==> src/rtl/max_unpool_seq.sv <==
// Sequential max-unpooling stage.
// Accepts one pooled value plus its window-local argmax position per cycle.
// Rebuilds the INPUT_SIZE x INPUT_SIZE map from these, then holds it for the
// consumer until the consumer accepts it.
module max_unpool_seq #(
  parameter int INPUT_SIZE   = 4,
  parameter int POOLING_SIZE = 2,
  parameter int DATA_WIDTH   = 32,
  localparam int IDX_W = (POOLING_SIZE * POOLING_SIZE > 1) ? $clog2(POOLING_SIZE * POOLING_SIZE) : 1
) (
  input  logic                                            clk,
  input  logic                                            rst_n,
  input  logic                                            in_valid,
  output logic                                            in_ready,
  input  logic [DATA_WIDTH-1:0]                           in_data,
  input  logic [IDX_W-1:0]                                in_index,
  output logic                                            out_valid,
  input  logic                                            out_ready,
  output logic [INPUT_SIZE*INPUT_SIZE-1:0][DATA_WIDTH-1:0] out_map,
  output logic                                            idx_err
);

  localparam int OUT_SIZE = INPUT_SIZE / POOLING_SIZE;
  localparam int NELEM    = INPUT_SIZE * INPUT_SIZE;
  localparam int WIN      = POOLING_SIZE * POOLING_SIZE;
  localparam int CW       = (OUT_SIZE > 1) ? $clog2(OUT_SIZE) : 1;
  localparam logic [CW-1:0] LAST = CW'(OUT_SIZE - 1);

  typedef enum logic {FILL, HOLD} state_t;

  state_t                            state, state_next;
  logic [CW-1:0]                     win_row, win_col;
  logic                              accept, last_win, idx_ok;
  logic [31:0]                       target;
  logic [NELEM-1:0][DATA_WIDTH-1:0]  map_q;

  assign accept   = in_valid && in_ready;
  assign last_win = (win_row == LAST) && (win_col == LAST);
  assign idx_ok   = int'(in_index) < WIN;
  assign out_map  = map_q;

  // Flat buffer position of the current window's argmax element
  always_comb begin
    target = (32'(win_row) * POOLING_SIZE + 32'(in_index) / POOLING_SIZE) * INPUT_SIZE
           + 32'(win_col) * POOLING_SIZE + 32'(in_index) % POOLING_SIZE;
  end

  // State register
  always_ff @(posedge clk) begin
    if (!rst_n) state <= FILL;
    else        state <= state_next;
  end

  // Next-state logic: fill all windows, then hold until the map is taken
  always_comb begin
    state_next = state;
    case (state)
      FILL:    if (accept && last_win) state_next = HOLD;
      HOLD:    if (out_ready)          state_next = FILL;
      default: state_next = FILL;
    endcase
  end

  // Handshake outputs; in_ready is also gated by rst_n so it stays low during reset
  always_comb begin
    in_ready  = rst_n && (state == FILL);
    out_valid = (state == HOLD);
  end

  // Map buffer, window counter and sticky index error
  always_ff @(posedge clk) begin
    if (!rst_n) begin
      map_q   <= '0;
      win_row <= '0;
      win_col <= '0;
      idx_err <= 1'b0;
    end else if (out_valid && out_ready) begin
      map_q   <= '0;
      idx_err <= 1'b0;
    end else if (accept) begin
      if (idx_ok) begin
        for (int unsigned i = 0; i < NELEM; i++) begin
          if (i == target) map_q[i] <= in_data;
        end
      end else begin
        idx_err <= 1'b1;
      end
      // Row/column pair stands in for w, avoiding a divide by OUT_SIZE
      if (win_col == LAST) begin
        win_col <= '0;
        win_row <= (win_row == LAST) ? '0 : win_row + 1'b1;
      end else begin
        win_col <= win_col + 1'b1;
      end
    end
  end

endmodule

==> config.mk <==
export PLATFORM = sky130hd
export DESIGN_NAME = max_unpool_seq
export DESIGN_NICKNAME = d
export VERILOG_FILES = /design/src/rtl/max_unpool_seq.sv
export SDC_FILE = /design/constraint.sdc
export NUM_CORES = 1
export LEC_CHECK = 0
export CORE_MARGIN = 2
export CORE_UTILIZATION = 28
export DETAILED_ROUTE_END_ITERATION = 8
export PLACE_DENSITY_LB_ADDON = 0.05
export SETUP_SLACK_MARGIN = 0.3
export SYNTH_ARGS = -nofsm -noshare
export SYNTH_HDL_FRONTEND = slang
export SYNTH_SLANG_ARGS = --single-unit
==> constraint.sdc <==
create_clock -name clk -period 1.5 [get_ports clk]
set_input_delay 0.225 -clock clk [delete_from_list [all_inputs] [get_ports clk]]
set_output_delay 0.225 -clock clk [all_outputs]
set_load 0.02 [all_outputs]
==> results of run 1 <==
[area by class of cell]
cell class              instances  area (um2)  area share
flip-flops and latches        515       11000       0.342
diodes                          7        17.5    0.000546
clock inverters                18         150     0.00468
clock buffers                  85        1670      0.0521
well taps                     864        1080      0.0337
repair buffers                859       10300       0.321
multi-input cells            1420        7900       0.246
[metal layers]
layer,global-route usage,up-vias
met3,0.0610,132
met5,0,-
met4,0.0724,0
li1,-,8853
met1,0.328,9607
met2,0.452,777
[tightest hold or removal path, cell delays in order]
cell,delay [ns]
buf_2,0.11
nand2_1,0.19
mux2i_1,0.10
[layout by cell type (no fill, tap or decap), types with 2 or more instances in the layout]
cell,instances
and2_1,4
and2_4,9
and3b_1,2
buf_12,82
buf_16,14
buf_2,4
buf_4,159
buf_6,535
buf_8,6
bufinv_16,2
clkbuf_1,16
clkbuf_16,81
clkbuf_8,10
clkdlybuf4s50_1,35
clkinv_2,12
clkinvlp_4,2
dfxtp_1,2
dfxtp_2,500
dfxtp_4,13
diode_2,7
mux2i_1,102
nand2_1,410
nand2_2,23
nand2_4,24
nand3_1,310
nand3_2,5
nand3b_1,4
nor2_4,3
nor3b_4,3
o211ai_1,96
o21ai_0,248
o21ai_1,132
o21ai_2,30
xnor2_1,2
[what timing repair did]
| item | in CTS | in global routing |
|---|---|---|
| hold buffers | 1 | 0 |
| pin swaps | 15 | 47 |
| hold endpoints to repair | 2 | 0 |
| resized for setup | 3803 | 250 |
| gates cloned | 6 | 29 |
| endpoints found under the setup margin | 1026 | 1026 |
| setup buffers | 72 | 18 |
[through the flow]
step / hold WS [ns] / utilization / worst slack [ns]
finish: 0.0691 / 0.486 / -0.0794
global route: 0.0910 / 0.485 / -0.146
CTS: 0.0340 / 0.465 / -0.122
detailed placement: 0.448 / 0.403 / -0.511
global placement: 0.439 / 0.403 / -0.501
floorplan: 0.346 / - / 0.0424
[cells by family after synthesis]
kind of cell,count (synthesis),share of synthesized area
AND/OR/NAND/NOR,807,0.190
flip-flops,515,0.549
AO/OA/AOI/OAI,508,0.149
buffers and inverters,239,0.0567
multiplexers,102,0.0544
XOR/XNOR,2,0.000933
other,1,0.000200
[state kept, by name, indices dropped and copies added (netlist names)]
| signal | cells |
|---|---|
| win_col | 1 |
| out_valid | 1 |
| win_row | 1 |
| out_map | 512 |
[how the worst max path moves through the flow]
stage / to / start / cells past startpoint
after global placement: out_map[346]$_SDFFE_PP0P_ / rst_n / 6
after floorplan: out_map[94]$_SDFFE_PP0P_ / out_valid$_SDFF_PN0_ / 7
after CTS: in_ready / out_valid$_SDFF_PN0_ / 3
after detailed placement: out_map[215]$_SDFFE_PP0P_ / rst_n / 7
after global routing: out_map[447]$_SDFFE_PP0P_ / out_valid$_SDFF_PN0_ / 7
final: out_map[286]$_SDFFE_PP0P_ / out_valid$_SDFF_PN0_ / 5
[power breakdown]
group / switching [mW] / internal (mW) / total, mW
Sequential: 0.156 / 13.9 / 14.0
Combinational: 2.03 / 1.43 / 3.46
Clock: 5.90 / 8.02 / 13.9
Total: 8.09 / 23.3 / 31.4
==> run_results.csv, run 1 <==
group,metric,value,unit
detailed_routing,dr.first_iter.drc_count,1501,
global_route,grt_pass1_vias,18500,
logic_synthesis,ys_seq_area_frac,0.549,
detailed_routing,vias,19400,
min_path,holdPathEnd,"out_map[26]$_SDFFE_PP0P_",
logic_synthesis,syn_avg_cell_area,8.64,um2
logic_synthesis,syn_area,0.0188,mm2
floorplan,start_util,0.284,
logic_synthesis,synth-seq-cells,515,
worst_setup_path,cpPeakStageDelay,0.39,ns
worst_setup_path,rr_startpoint,"out_valid$_SDFF_PN0_",
worst_setup_path,worstPathArrival,2.11,ns
cells_and_area,final_cell_area,0.0321,mm2
placed_design,placed_area,0.0267,mm2
logic_synthesis,synth-edff-count,0,
floorplan,core_area,0.0661,mm2
logic_synthesis,synth_common_cells,"dfxtp_1 (515), nand2_1 (454), o21ai_0 (388)",
logic_synthesis,synth_nets,2212,
logic_synthesis,synth_most_common_cell,"dfxtp_1",
floorplan,fp.dieW,263,um
worst_setup_path,ff2ff_path_depth,5,
detailed_routing,wl,99200,um
detailed_routing,ant_nets,0,
timing,relSlewSlack,0.650,
outcome,failed_checks,"setup timing",
min_path,hold_depth,3,
floorplan,pin_count,553,
global_route,antenna_found_initial,4,
clocking,clock_sinks,515,
worst_setup_path,rrSetupSlack,-0.08,ns
timing,setup_ws,-0.0794,ns
detailed_routing,routed.top_layer,"met4",
worst_setup_path,cp_data_required_time,2.03,ns
global_route,grt-ovfl-total,0,
detailed_routing,firstDrtPassIters,5,
logic_synthesis,synth_top_flop_cell,"dfxtp_1",
worst_setup_path,slowest_stage,"and4bb_4",
power_and_ir_drop,total_power,31.4,mW
logic_synthesis,synth_top_area_share,0.549,
detailed_routing,wl_per_cell,26.3,um
logic_synthesis,async_flop_share,0,
outcome,status,"complete, but fails checks",
detailed_routing,routed-wl-met3,7520,um
global_route,grt_max_degree,58,
global_route,groute.usage.overall,0.263,
worst_setup_path,r2r-end,"out_map[286]$_SDFFE_PP0P_",
logic_synthesis,synth_cell_type_count,30,
logic_synthesis,ys_warn_count,0,
worst_setup_path,critPathMostFrequentCell,"buf_12",
worst_setup_path,cp-start-kind,"flip-flop",
cells_and_area,syn_to_final_growth,71.0,%
timing,post-route-period-util,1.05,
detailed_routing,wl_met1,40300,um
worst_setup_path,setup.worst_path.class,"reg -> reg",
timing,setup_viol,244,
worst_setup_path,crit_chain,"and4bb_4 -> buf_12 -> and2_4 -> buf_12 -> mux2i_1",
floorplan,die_area,0.0691,mm2
placed_design,dp_cells,3532,
timing,max_freq,633,MHz
timing,fin_tns_setup,-6.19,ns
clocking,cts_buffers,57,
detailed_routing,wl_met2,48900,um
clocking,clk_path_buf_depth,3,
detailed_routing,drc,0,
power_and_ir_drop,power_density,978,mW/mm2
global_route,grt_first_pass_wirelength,135000,um
power_and_ir_drop,leakage,13.3,nW
timing,period_minus_slack,1.58,ns
timing,fin_skew,0.0107,ns
placed_design,place_congestion,0.808,
logic_synthesis,synth_cells,2174,
power_and_ir_drop,vdd_drop_max,0.784,mV
clocking,cts_tree,"done",
clocking,h-tree-depth,2,
cells_and_area,layout.nets,2891,
timing,final_hold_viol_count,0,
worst_setup_path,cp_num_buf_inv,2,
worst_setup_path,endpoint_kind,"flip-flop",
timing,rsz0062_at_grt,"true",
cells_and_area,filler_cell_count,6207,
logic_synthesis,synth_area_leaders,"dfxtp_1 (55%), o21ai_0 (10%), nand2_1 (9.1%)",
clocking,cts_root_buffer,"clkbuf_16",
timing,worst_slew_pin_slew,0.523,ns
placed_design,hpwl,64000,um
worst_setup_path,crit_family,"simple AND/OR/NAND/NOR gates",
logic_synthesis,yosysTopAreaCell,"dfxtp_1",
floorplan,fp.dieH,263,um
min_path,hold_class,"in -> reg",
floorplan,rows,94,
min_path,hp-start,"in_data[26]",
clocking,clk_pin_slew,0.06,ns
flow_run,cap_violations,0,
timing,drv_slew,0,
cells_and_area,stdcell_count,3768,
worst_setup_path,path_max_fanout,5,
placed_design,placement.io_buffers,551,
detailed_routing,via_per_inst,5.14,
cells_and_area,drive_gt1_frac,0.528,
clocking,insertion_delay,0.62,ns
(Power assumes the default switching activity.)
==> inputs of run 2 (changes only) <==
Settings changed: ABC_AREA set to 1.
==> run 2 against run 1 <==
- the flow still finishes with violations (setup timing)
- clock skew is 0.019 ns higher
- power is 1.6% higher
- first-iteration DRC count is 7.5% higher
- via count is 11% higher
- synthesized cell count is 34% higher
- routed wire length hardly changed
- hold slack better by 0.28 ns
- clock-buffer cell count is 12 higher
- non-clock buffer count is 107 lower
==> run_results.csv, run 2 <==
group,metric,value,unit
worst_setup_path,slowest_stage,"dfxtp_4",
placed_design,placement.io_buffers,551,
worst_setup_path,cp_num_buf_inv,4,
worst_setup_path,cp_data_required_time,2.01,ns
global_route,grt_first_pass_wirelength,133000,um
power_and_ir_drop,power_density,971,mW/mm2
worst_setup_path,path_max_fanout,32,
logic_synthesis,yosysTopAreaCell,"dfxtp_1",
timing,fin_tns_setup,-0.00885,ns
min_path,holdPathEnd,"out_map[433]$_SDFFE_PP0P_",
detailed_routing,wl_per_cell,22.1,um
worst_setup_path,crit_family,"buffers and inverters",
logic_synthesis,synth_nets,2956,
global_route,busiest_layer,"met2",
cells_and_area,final_util,0.461,
cells_and_area,filler_cell_count,7175,
floorplan,rows,98,
detailed_routing,dr.first_iter.drc_count,1613,
min_path,hp-start,"in_data[17]",
timing,setup_viol,1,
logic_synthesis,syn_area,0.0202,mm2
power_and_ir_drop,total_power,31.9,mW
timing,rsz0062_at_grt,"true",
logic_synthesis,syn_avg_cell_area,6.91,um2
worst_setup_path,cpPeakStageDelay,0.37,ns
timing,drv_slew,0,
clocking,clock_sinks,515,
detailed_routing,firstDrtPassIters,6,
worst_setup_path,rrSetupSlack,-0.009,ns
worst_setup_path,setup.worst_path.class,"reg -> reg",
worst_setup_path,r2r-end,"out_map[487]$_SDFFE_PP0P_",
logic_synthesis,ys_warn_count,0,
clocking,hold_buffers,0,
logic_synthesis,synth_top_flop_cell,"dfxtp_1",
timing,fin_hold_ws,0.349,ns
timing,post-route-period-util,1.01,
cells_and_area,layout_common_cells,"nor2_1 (985), nand2_1 (562), nand3_1 (443)",
clocking,cts_tree,"done",
clocking,insertion_delay,0.63,ns
worst_setup_path,cp-start-kind,"flip-flop",
logic_synthesis,synth-edff-count,0,
floorplan,start_util,0.283,
detailed_routing,drc,0,
detailed_routing,wl,99200,um
clocking,cts_buffers,59,
clocking,cts_root_buffer,"clkbuf_16",
worst_setup_path,ff2ff_path_depth,7,
placed_design,place_congestion,0.814,
cells_and_area,largest_reg_flops,512,
cells_and_area,drive_gt1_frac,0.353,
cells_and_area,final_common_cell,"nor2_1",
logic_synthesis,async_flop_share,0,
detailed_routing,vias,21400,
floorplan,fp.dieH,272,um
worst_setup_path,rr_startpoint,"out_valid$_SDFF_PN0_",
logic_synthesis,synth-seq-cells,515,
worst_setup_path,endpoint_kind,"flip-flop",
logic_synthesis,ys_seq_area_frac,0.511,
power_and_ir_drop,vdd_drop_max,0.892,mV
timing,fin_skew,0.0295,ns
timing,final_hold_viol_count,0,
logic_synthesis,synth_common_cells,"nor2_1 (1020), nand2_1 (569), dfxtp_1 (515)",
logic_synthesis,synth_cells,2918,
cells_and_area,seqCellArea,0.0109,mm2
min_path,hold_depth,5,
global_route,grt_pass1_vias,19700,
global_route,met2_usage,0.409,
worst_setup_path,crit_chain,"inv_6 -> nand3_4 -> buf_12 -> clkinv_16 -> clkbuf_16 -> a21oi_1 -> nor2_1",
timing,period_minus_slack,1.51,ns
cells_and_area,layout.nets,3527,
worst_setup_path,cp.depth,7,
min_path,hold_class,"in -> reg",
floorplan,fp.dieW,272,um
placed_design,hpwl,62200,um
logic_synthesis,synth_top_area_share,0.511,
floorplan,pin_count,553,
flow_run,cap_violations,0,
cells_and_area,multi_input_comb_area,0.00911,mm2
global_route,groute.usage.overall,0.241,
logic_synthesis,synth_area_leaders,"dfxtp_1 (51%), nor2_1 (19%), nand3_1 (12%)",
timing,setup_ws,-0.00885,ns
cells_and_area,syn_to_final_growth,63.0,%
floorplan,core_area,0.0714,mm2
global_route,grt_max_degree,54,
global_route,grtUsageMet3,0.0651,
timing,max_freq,663,MHz
global_route,met1_usage,0.293,
global_route,antenna_found_initial,3,
outcome,failed_checks,"setup timing",
worst_setup_path,worstPathArrival,2.02,ns
outcome,status,"complete, but fails checks",
clocking,h-tree-depth,2,
floorplan,die_area,0.0742,mm2
global_route,grt-ovfl-total,0,
clocking,clk_pin_slew,0.06,ns
logic_synthesis,synth_most_common_cell,"nor2_1",
logic_synthesis,synth_cell_type_count,17,
clocking,clk_path_buf_depth,3,
detailed_routing,via_per_inst,4.78,
detailed_routing,ant_nets,0,
power_and_ir_drop,leakage,13.6,nW
[run 2: cell count changes after synthesis, moves of 23 or more]
cell,before,now
nor2_1,3,1020
o21ai_0,388,2
nand3_1,316,481
nand2_1,454,569
mux2i_1,102,0
o211ai_1,96,0
buf_2,81,122
inv_1,0,40
a21oi_1,0,34
o21ai_1,23,0
[run 2: area by class of cell]
| class | instances | area share |
|---|---|---|
| Multi-Input combinational cell | 2119 | 0.277 |
| Antenna cell | 1 | 0.0000761 |
| Inverter | 42 | 0.00575 |
| Tap cell | 950 | 0.0362 |
| Sequential cell | 515 | 0.332 |
| Timing Repair Buffer | 752 | 0.290 |
| Clock buffer | 97 | 0.0564 |
| Clock inverter | 10 | 0.00316 |
[run 2: power by group]
group | leakage (nW) | total, mW | internal, mW | switching (mW)
registers | 4.35 | 13.9 | 13.8 | 0.145
clock network | 0.968 | 14.6 | 8.69 | 5.94
logic | 8.28 | 3.36 | 1.31 | 2.05
total | 13.6 | 31.9 | 23.8 | 8.14
[run 2: routing by layer]
layer	routed length, um	vias to the layer above	part of all wire
li1	-	10300	-
met1	39400	10100	0.40
met2	48100	832	0.49
met3	8510	163	0.086
met4	3160	4	0.032
met5	23	-	0.00023
[run 2: timing repair]
item                                     CTS  global route
setup buffers                              7            12
pin swaps                                  2            28
endpoints found under the setup margin  1028          1028
gates resized for setup                 3028           190
gates cloned                               3            29
[run 2: per-stage QoR]
stage / instances / area, um2 / worst slack [ns]
2_1_floorplan: 2918 / 20900 / 0.213
3_3_place_gp: 4327 / 28400 / -0.518
3_5_place_dp: 4327 / 28400 / -0.512
4_1_cts: 4444 / 31700 / -0.0292
5_1_grt: 4486 / 32900 / -0.0651
6_report: 4486 / 32900 / -0.00885
[run 2: worst register-to-register path, cell delays in order, from the launching register on]
cell and delay (ns):
dfxtp_4 0.37, inv_6 0.05, nand3_4 0.08, buf_12 0.16
clkinv_16 0.17, clkbuf_16 0.37, a21oi_1 0.16, nor2_1 0.06
[run 2: logic make-up (layout without fill, tap and decap cells)]
| group | count (synthesis) | after routing | share of synthesized area |
|---|---|---|---|
| AND/OR/NAND/NOR | 2081 | 2081 | 0.419 |
| AO/OA/AOI/OAI | 37 | 37 | 0.00937 |
| flip-flops | 515 | 515 | 0.511 |
| other | 1 | 2 | 0.000186 |
| buffers and inverters | 284 | 901 | 0.0606 |
[run 2: worst max path at each step]
stage,from,endpoint,slack [ns]
floorplan,out_valid$_SDFF_PN0_,out_map[252]$_SDFFE_PP0P_,0.21
global placement,rst_n,out_map[274]$_SDFFE_PP0P_,-0.52
detailed placement,rst_n,out_map[258]$_SDFFE_PP0P_,-0.51
CTS,out_valid$_SDFF_PN0_,in_ready,-0.03
global route,out_valid$_SDFF_PN0_,out_map[487]$_SDFFE_PP0P_,-0.07
finish,out_valid$_SDFF_PN0_,out_map[487]$_SDFFE_PP0P_,-0.009
